## src/rtl/arbiter_types.sv

```systemverilog
// Shared types for the icache/dcache to memory arbiter.
package arbiter_types;

  localparam int LINE_W = 256;
  localparam int ADDR_W = 32;

  typedef enum logic [1:0] {
    IDLE,
    SERVE_I,
    SERVE_D
  } arb_state_t;

  typedef enum logic {
    GRANT_I,
    GRANT_D
  } arb_grant_t;

endpackage

```

## src/rtl/cache_arbiter.sv

```systemverilog
// Two-to-one line arbiter: icache and dcache miss ports onto one memory port.
// Data side wins ties unless it won the previous grant.
module cache_arbiter
  import arbiter_types::*;
#(
  parameter int LINE_WIDTH = LINE_W,
  parameter int ADDR_WIDTH = ADDR_W
) (
  input  logic                  clk,
  input  logic                  rst,
  input  logic                  i_read,
  input  logic [ADDR_WIDTH-1:0] i_addr,
  output logic [LINE_WIDTH-1:0] i_rdata,
  output logic                  i_resp,
  input  logic                  d_read,
  input  logic                  d_write,
  input  logic [ADDR_WIDTH-1:0] d_addr,
  input  logic [LINE_WIDTH-1:0] d_wdata,
  output logic [LINE_WIDTH-1:0] d_rdata,
  output logic                  d_resp,
  output logic                  mem_read,
  output logic                  mem_write,
  output logic [ADDR_WIDTH-1:0] mem_addr,
  output logic [LINE_WIDTH-1:0] mem_wdata,
  input  logic [LINE_WIDTH-1:0] mem_rdata,
  input  logic                  mem_resp
);

  arb_state_t state_q, state_d;
  arb_grant_t last_q, last_d;

  logic [ADDR_WIDTH-1:0] addr_q, addr_d;
  logic [LINE_WIDTH-1:0] wdata_q, wdata_d;
  logic                  rd_q, rd_d;
  logic                  wr_q, wr_d;

  logic d_req;
  logic any_req;
  logic pick_d;

  assign d_req   = d_read | d_write;
  assign any_req = i_read | d_req;
  assign pick_d  = d_req & (~i_read | (last_q == GRANT_I));

  always_ff @(posedge clk or negedge rst) begin
    if (!rst) begin
      state_q <= IDLE;
      last_q  <= GRANT_I;
      addr_q  <= '0;
      wdata_q <= '0;
      rd_q    <= 1'b0;
      wr_q    <= 1'b0;
    end else begin
      state_q <= state_d;
      last_q  <= last_d;
      addr_q  <= addr_d;
      wdata_q <= wdata_d;
      rd_q    <= rd_d;
      wr_q    <= wr_d;
    end
  end

  always_comb begin
    state_d = state_q;
    unique case (state_q)
      IDLE: begin
        if (any_req) state_d = pick_d ? SERVE_D : SERVE_I;
      end
      SERVE_I, SERVE_D: begin
        if (mem_resp) state_d = IDLE;
      end
      default: state_d = IDLE;
    endcase
  end

  // Request register: loaded on grant, strobes cleared on completion.
  always_comb begin
    last_d  = last_q;
    addr_d  = addr_q;
    wdata_d = wdata_q;
    rd_d    = rd_q;
    wr_d    = wr_q;
    if (state_q == IDLE) begin
      if (any_req && pick_d) begin
        last_d  = GRANT_D;
        addr_d  = d_addr;
        wdata_d = d_wdata;
        wr_d    = d_write;
        rd_d    = d_read & ~d_write;
      end else if (any_req) begin
        last_d  = GRANT_I;
        addr_d  = i_addr;
        wdata_d = '0;
        wr_d    = 1'b0;
        rd_d    = 1'b1;
      end
    end else if (mem_resp) begin
      rd_d = 1'b0;
      wr_d = 1'b0;
    end
  end

  always_comb begin
    mem_read  = rd_q;
    mem_write = wr_q;
    mem_addr  = addr_q;
    mem_wdata = wdata_q;
    i_rdata   = mem_rdata;
    d_rdata   = mem_rdata;
    i_resp    = (state_q == SERVE_I) & mem_resp;
    d_resp    = (state_q == SERVE_D) & mem_resp;
  end

endmodule

```

## config.mk

```make
export PLATFORM = sky130hd
export DESIGN_NAME = cache_arbiter
export DESIGN_NICKNAME = d
export VERILOG_FILES = /design/src/rtl/arbiter_types.sv /design/src/rtl/cache_arbiter.sv
export SDC_FILE = /design/constraint.sdc
export NUM_CORES = 1
export LEC_CHECK = 0
export BUFFER_PORTS_ARGS = -buffer_cell sky130_fd_sc_hd__buf_2
export CORE_AREA = 8 8 539 541
export CTS_BUF_LIST = sky130_fd_sc_hd__clkbuf_16
export CTS_CLUSTER_DIAMETER = 60
export DETAILED_ROUTE_END_ITERATION = 10
export DIE_AREA = 0 0 547 549
export SYNTH_ARGS = -nofsm -noshare
export SYNTH_HDL_FRONTEND = slang
export SYNTH_SLANG_ARGS = --single-unit
export TNS_END_PERCENT = 1
```

## constraint.sdc

```tcl
create_clock -name clk -period 2 [get_ports clk]
set_input_delay 0.1 -clock clk [delete_from_list [all_inputs] [get_ports clk]]
set_output_delay 0.1 -clock clk [all_outputs]
set_load 0.1 [all_outputs]
```

# Word level (Yosys, flattened, before mapping)
# Index checks and enable logic that the tools add are counted.
[word_totals] input_bits=582 word_cells=45 reg_bits=293 out_inout_bits=804
[classes] mux=16 bitwise_logic=10 n_reduce_logical=8 eq_ne=5
[op_table] cell="256-bit two-way mux" n=2
[op_table] cell="32-bit two-way mux" n=2
[op_table] cell="1-bit two-way mux" n=8
[op_table] cell="2-bit two-way mux" n=3
[op_table] cell="2-bit AND reduction" n=3
[op_table] cell="1-bit AND" n=4
[op_table] cell="2-bit != test (second input constant)" n=2
[op_table] cell="2-bit one-hot mux with 2 select lines" n=1
[op_table] cell="2-bit nonzero test" n=2
[op_table] cell="3-bit by 2-bit != test with 1-bit output (second input constant)" n=1
[op_table] cell="1-bit inverter" n=3
[op_table] cell="1-bit bitwise OR" n=3
[op_table] cell="2-bit by 1-bit == test with 1-bit output (second input constant)" n=1
[op_table] cell="2-bit == test (second input constant)" n=1
[op_table] cell="2-bit zero test" n=1
[op_table] cell="2-bit OR reduction" n=1
[op_table] cell="1-bit logical AND" n=1

# Depth between registers and ports, before layout
# Gate-level depths: netlist of the first run.
[depth] word_depth=6 ltp_mapped=7

# Worst setup path after synthesis of the first run
# OpenSTA, ideal clock, no wires.
[synth_timing] kind="reg2reg" start="reg state_q[0]" end="reg wdata_q[43], in the netlist mem_wdata[43]" t_required_ns=1.931 arrival_ns=1.475 stages_incl_launch_ff=8 setup_slack_ns=0.457 synth_period_minus_slack_ns=1.543 cell_sequence="dfrtp_1 inv_1 ha_1 inv_1 nor2_8 buf_6 buf_4 a22o_1"
[synth_between] elab_chain_cells=2
[synth_lines] item="start, declared" line="cache_arbiter.sv:29" source="arb_state_t state_q, state_d;"
[synth_lines] item="start signal, assigned" line="cache_arbiter.sv:54" source="state_q <= state_d;"
[synth_lines] item="2-bit zero test" line="cache_arbiter.sv:83" source="if (state_q == IDLE) begin"
[synth_lines] item="2-bit AND reduction (no source line)"
[synth_lines] item="end signal, assigned" line="cache_arbiter.sv:57" source="wdata_q <= wdata_d;"
[synth_lines] item="end, declared" line="cache_arbiter.sv:33" source="logic [LINE_WIDTH-1:0] wdata_q, wdata_d;"
# No other way between the ends.
# A chain may end at the register's enable or synchronous reset.

# Final worst setup path of the first run
[layout_timing] start="reg last_q" end="reg addr_q[17], in the netlist mem_addr[17]"
[layout_between] elab_chain_cells=6 word_cells_on_any_way=7 cone_classes="1 x mux; 3 x bitwise; 3 x reduce/logical"
[layout_lines] item="start, declared" line="cache_arbiter.sv:30" source="arb_grant_t last_q, last_d;"
[layout_lines] item="start signal, assigned" line="cache_arbiter.sv:55" source="last_q <= last_d;"
[layout_lines] item="1-bit inverter (*)" line="cache_arbiter.sv:43" source="assign pick_d = d_req & (~i_read | (last_q == GRANT_I));"
[layout_lines] item="1-bit bitwise OR (*)" line="cache_arbiter.sv:43"
[layout_lines] item="1-bit AND (*)" line="cache_arbiter.sv:43"
[layout_lines] item="1-bit logical AND (*)" line="cache_arbiter.sv:84" source="if (any_req && pick_d) begin"
[layout_lines] item="2-bit nonzero test (no source line)"
[layout_lines] item="2-bit AND reduction (no source line)"
[layout_lines] item="end signal, assigned" line="cache_arbiter.sv:56" source="addr_q <= addr_d;"
[layout_lines] item="end, declared" line="cache_arbiter.sv:32" source="logic [ADDR_WIDTH-1:0] addr_q, addr_d;"
# Mark *: on every way between the ends. The rest lies on a longest branch, timed or not.

==> results_dict.tcl, run 1 <==
set metrics [dict create \
    worst-r2r-setup-slack_ps 80 \
    cp_slowest_cell "dlygate4sd3_1" \
    endpoint "mem_addr[17]" \
    htreeDepth 2 \
    p_leak_nw 10.11 \
    synth_adder_area_share_pct 0.2547 \
    routabilityCongestion 0.7925 \
    timing.critical_path.buf_inv 2 \
    synth.mux.area_fraction_pct 2.174 \
    worst_r2r_path_depth 5 \
    yosysTopAreaCellShare_pct 49.76 \
    cts_tree "built" \
    worstMarginPinSlew_ps 841.2 \
    cp.depth 5 \
    crit_path_start "last_q" \
    synth_compound_area_share_pct 16.97 \
    viasPerCell 2.260 \
    tns_ps 0 \
    crit_family "buffers and inverters" \
    worstSetupEndpointType "register" \
    hold_path_class "in -> out" \
    path_cells "o2bb2ai_4, buf_4, mux2i_1, dlygate4sd3_1, o21ai_0" \
    ctsLongestPathBuffers 3 \
    yosys_warnings 0 \
    p_per_area_nw_per_um2 2262 \
    status "finished clean" \
    grt_max_degree 76 \
    grt_pass1_vias 13191 \
    yosysSeqAreaShare_pct 49.76 \
    drc 0 \
    finClkSkew_ps 26.47 \
    core_um2 281300 \
    rsz0062_at_grt "false" \
    rr_startpoint "last_q" \
    min_period_ps 1916 \
    synth_top_family_by_area "buffers and inverters" \
    synth_nets 1837 \
    critPathRequiredTime_ps 2500 \
    final_max_slew_viol_count 0 \
    initial_utilization_pct 5.238 \
    vdd_drop_max_mv 1.325 \
    finalWirelength_um 165600 \
    rows 195 \
    root_buffer "clkbuf_16" \
    syn-cell-area_um2 14740 \
    grt.overflow.total 0 \
    die_w_um 547 \
    fmax_mhz 521.9 \
    yosysTopAreaCell "dfrtp_1" \
    ant_nets 0 \
    synth_cell_types 26 \
    layout_commonest_cell "buf_2" \
    relSlewSlack_pct 44.30 \
    clock_sinks 293 \
    num_vias 12428 \
    portBuffers 617 \
    dieArea_um2 300300 \
    ys_top_cells_by_area "dfrtp_1 50%, buf_4 26%, a22o_1 15%, mux2i_1 2.2%, buf_6 1.9%" \
    ys_seq_elements 293 \
    drive_gt1_share_pct 42.30 \
    antenna_found_initial 148 \
    io_pins 1386 \
    syn_avg_cell_area_um2 11.77 \
    dr.first_iter.drc_count 1142 \
    maxCapViolCount 0 \
    post_cts.repair.setup_buffers 0 \
    synth-simple-area-share_pct 1.257 \
    drt_pass1_iterations 6 \
    max_stage_delay_ps 570 \
    hpwlAfterDp_um 150400 \
    fin_nets 2294 \
    insertion_delay_ps 640 \
    start_kind "register" \
    post_drt_wl_per_cell_um 30.11 \
    dpl.cell_count 5077 \
    cts_buffers 45 \
    clk_pin_slew_ps 60 \
    grt_pass1_wl_um 195300 \
    setup_violations 0 \
    syn-instance-count 1252 \
    rr_endpoint "mem_addr[17]" \
    final_cell_mix "612 x buf_2, 328 x dlygate4sd3_1, 293 x dfrtp_1" \
    synth_xor_area_share_pct 0 \
    die_h_um 549 \
    track_usage_pct 10.52 \
    final_cells 5499 \
    crit_path_max_fanout 13 \
    syn2layout_area_growth_pct 59.70 \
    hold_viol 0 \
    path_class "reg -> reg" \
    fin_crit_sh_pct 95.81 \
    arrival_ps 2420 \
]
## worst register-to-register path, delay by kind of cell, from the launching register on
| kind | cells | cell delay, ps |
|---|---|---|
| AOI/OAI and AO/OA | 2 | 270 |
| buffers and inverters | 2 | 890 |
| DFF | 1 | 410 |
| muxes | 1 | 240 |
## metrics by stage
stage	utilization [%]	area, um^2	power (W)	setup slack (ps)	hold WS, ps
2_1_floorplan	-	14740	0.03853	456.5	-195.6
3_3_place_gp	6.671	18770	0.04508	131.7	59.48
3_5_place_dp	6.671	18770	0.04548	9.346	62.65
4_1_cts	8.350	23490	0.05452	9.265	135.3
5_1_grt	8.357	23510	0.05624	1.892	183.9
6_report	8.365	23530	0.05322	83.79	200.0
## cells in the mapped netlist (all sizes together)
cell type,n
o32ai,1
o21ai,33
inv,4
o2bb2ai,1
mux2i,32
and2,2
nor3,1
o2111ai,1
or3,1
o31ai,1
nand2,35
a21oi,1
nor2,2
nor2b,1
ha,3
buf,576
a22oi,1
o311ai,1
a22o,257
dfrtp,293
a2bb2oi,1
a21o,1
clkbuf,3
## metal layers
| layer | global-route usage [%] | part of all wire, % | up-vias |
|---|---|---|---|
| met2 | 15.87 | 42 | 1322 |
| met1 | 8.445 | 27 | 5721 |
| met5 | 0 | 0.021 | - |
| met4 | 4.514 | 5.5 | 6 |
| met3 | 12.09 | 25 | 587 |
| li1 | - | - | 4792 |
## power breakdown
group          internal (W)  total (W)  switching, W
registers           0.00855     0.0104       0.00181
logic               0.00570     0.0350        0.0293
clock network       0.00447    0.00784       0.00338
## state kept, by name, summed over array words and instances, names as in the netlist
signal,cells
mem_addr,32
last_q,1
mem_write,1
state_q,2
mem_read,1
mem_wdata,256
## kinds of logic (layout without fill, tap and decap cells)
family | Yosys count | after routing
flip-flops | 293 | 293
AND/OR/NAND/NOR | 42 | 42
buffers and inverters | 583 | 1071
AO/OA/AOI/OAI | 299 | 299
multiplexers | 32 | 32
other | 0 | 16
adder cells (fa/ha/maj) | 3 | 3
## worst min-delay path by stage
stage | startpoint | endpoint | slack, ps | cells past startpoint
final | mem_rdata[17] | d_rdata[17] | 200 | 0
after global routing | d_wdata[154] | mem_wdata[154] | 180 | 3
after CTS | d_wdata[154] | mem_wdata[154] | 140 | 3
after detailed placement | rst | mem_addr[18] | 60 | 1
after global placement | rst | mem_addr[18] | 60 | 1
after floorplan | rst | last_q | -200 | 0
## cell type report
| cell class | instances | area, um^2 |
|---|---|---|
| fillers | 32572 | 257800 |
| flip-flops and latches | 293 | 7332 |
| repair buffers | 989 | 6959 |
| well taps | 3743 | 4683 |
| multi-input cells | 376 | 3065 |
| clock buffers | 45 | 1126 |
| clock inverters | 33 | 311.5 |
| diodes | 16 | 40.04 |
| inverters | 4 | 15.01 |
## repair_timing
| action | CTS | global route |
|---|---|---|
| endpoints found under the setup margin | 1 | 63 |
| resized for setup | 1 | 1 |
| hold endpoints to repair | 586 | 0 |
| hold buffers | 328 | 0 |
No activity file was read; power rests on OpenSTA's default activity.
==> inputs of run 2 (changes only) <==
--- a/config.mk
+++ b/config.mk
@@ -7,7 +7,6 @@
 export LEC_CHECK = 0
 export BUFFER_PORTS_ARGS = -buffer_cell sky130_fd_sc_hd__buf_2
 export CORE_AREA = 8 8 539 541
-export CTS_BUF_LIST = sky130_fd_sc_hd__clkbuf_16
 export CTS_CLUSTER_DIAMETER = 60
 export DETAILED_ROUTE_END_ITERATION = 10
 export DIE_AREA = 0 0 547 549
==> run 2 against run 1 <==
Net effect:
- combinational power about the same
- sequential share of layout area about the same
- power up 0.12%
- core utilization hardly changed
- routed wire length is essentially flat
- cell count did not move
- clock-buffer cell count up 7
- critical path type unchanged
==> results_dict.tcl, run 2 (same netlist as run 1, synthesis figures left out) <==
set metrics [dict create \
    fmax_mhz 520.8 \
    final_cell_mix "612 x buf_2, 328 x dlygate4sd3_1, 293 x dfrtp_1" \
    dieArea_um2 300300 \
    fin_crit_sh_pct 96.00 \
    start_kind "register" \
    root_buffer "clkbuf_16" \
    insertion_delay_ps 640 \
    fin_nets 2294 \
    pwr-share-clk_pct 14.9 \
    arrival_ps 2420 \
    grt_pass1_vias 13195 \
    hold_ws_ps 200.0 \
    clock_sinks 293 \
    die_w_um 547 \
    setup_violations 0 \
    critPathRequiredTime_ps 2500 \
    vdd_drop_max_mv 1.325 \
    core_um2 281300 \
    crit_path_max_fanout 13 \
    cts_buffers 45 \
    maxCapViolCount 0 \
    htreeDepth 2 \
    die_h_um 549 \
    p_per_area_nw_per_um2 2263 \
    largest_reg_flops 256 \
    status "finished clean" \
    ctsLongestPathBuffers 3 \
    final_max_slew_viol_count 0 \
    finClkSkew_ps 25.91 \
    worstMarginPinSlew_ps 840.0 \
    hold_path_class "in -> out" \
    num_vias 12470 \
    power.internal_w 0.01878 \
    viasPerCell 2.268 \
    relSlewSlack_pct 44.39 \
    grt_pass1_wl_um 195300 \
    min_period_ps 1920 \
    ant_nets 0 \
    initial_utilization_pct 5.238 \
    finalWirelength_um 165600 \
    nFillCells 32567 \
    grt.overflow.total 0 \
    rows 195 \
    multiInputGateArea_um2 3065 \
    power_frac_comb_pct 65.7 \
    track_usage_pct 10.52 \
    syn2layout_area_growth_pct 59.77 \
    drive_gt1_share_pct 42.36 \
    layout_commonest_cell "buf_2" \
    grt_max_degree 76 \
    worstSetupEndpointType "register" \
    cts_tree "built" \
    rsz0062_at_grt "false" \
    p_switching_w 0.03451 \
    dr.first_iter.drc_count 1077 \
    hpwlAfterDp_um 150400 \
    portBuffers 617 \
    power_switching_share_pct 64.75 \
    routabilityCongestion 0.7925 \
    tns_ps 0 \
    seqPwrFrac_pct 19.4 \
    clk_pin_slew_ps 60 \
    drc 0 \
    drt_pass1_iterations 5 \
    post_cts.repair.setup_buffers 0 \
    io_pins 1386 \
    post_drt_wl_per_cell_um 30.12 \
    final-seq-area_um2 7332 \
    p_leak_nw 10.09 \
    path_class "reg -> reg" \
    hold_viol 0 \
    antenna_found_initial 148 \
]
[run 2: critical path, cell delays in order (launching register included)]
cell and delay (ps):
dfrtp_1 410, o2bb2ai_4 190, buf_4 320, mux2i_1 220, dlygate4sd3_1 570, o21ai_0 80
[run 2: area by class of cell]
cell class | instances | share of cell area [%]
multi-input cells | 376 | 13.02
well taps | 3743 | 19.89
diodes | 16 | 0.1701
clock buffers | 52 | 4.937
inverters | 4 | 0.06378
clock inverters | 26 | 1.212
repair buffers | 989 | 29.56
flip-flops and latches | 293 | 31.14
[run 2: power by group through the flow]
| stage | sequential [W] | combinational [W] | clock [W] |
|---|---|---|---|
| after floorplan | 0.0280 | 0.0105 | 0 |
| after global placement | 0.0103 | 0.0348 | 0 |
| after detailed placement | 0.0104 | 0.0351 | 0 |
| after CTS | 0.0103 | 0.0359 | 0.00831 |
| after global routing | 0.0107 | 0.0372 | 0.00845 |
| final | 0.0104 | 0.0350 | 0.00791 |
[run 2: worst paths after layout]
kind / startpoint / to / slack (ps) / cells after the start
hold reg to reg: mem_addr[6] / mem_addr[6] / 480 / 2
hold / removal: mem_rdata[17] / d_rdata[17] / 200 / 0
min in group asynchronous: rst / mem_wdata[12] / 560 / 3
max in group asynchronous: rst / mem_wdata[176] / 110 / 4
setup reg to reg: last_q / mem_addr[17] / 80 / 5
setup / recovery: last_q / mem_addr[17] / 80 / 5
[run 2: stage by stage]
step	power [W]	cell area, um^2	instances	setup WS, ps	util [%]
3_5_place_dp	0.04548	18770	5077	9.346	6.671
5_1_grt	0.05632	23520	5490	1.892	8.361
3_3_place_gp	0.04508	18770	5077	131.7	6.671
2_1_floorplan	0.03853	14740	1252	456.5	-
4_1_cts	0.05459	23500	5483	9.265	8.354
6_report	0.05329	23540	5499	79.97	8.369
[run 2: repair_timing]
item / 4_1_cts / 5_1_grt
endpoints found under the hold margin: 586 / 0
hold buffers: 328 / 0
setup endpoints to repair: 1 / 61
resized for setup: 1 / 1
[run 2: routing by layer]
metal  vias to the layer above  GRT usage [%]  share of wire [%]
met1                      5739          8.449                 27
li1                       4801              -                  -
met3                       594          12.09                 25
met5                         -              0              0.021
met2                      1330          15.88                 42
met4                         6          4.493                5.6
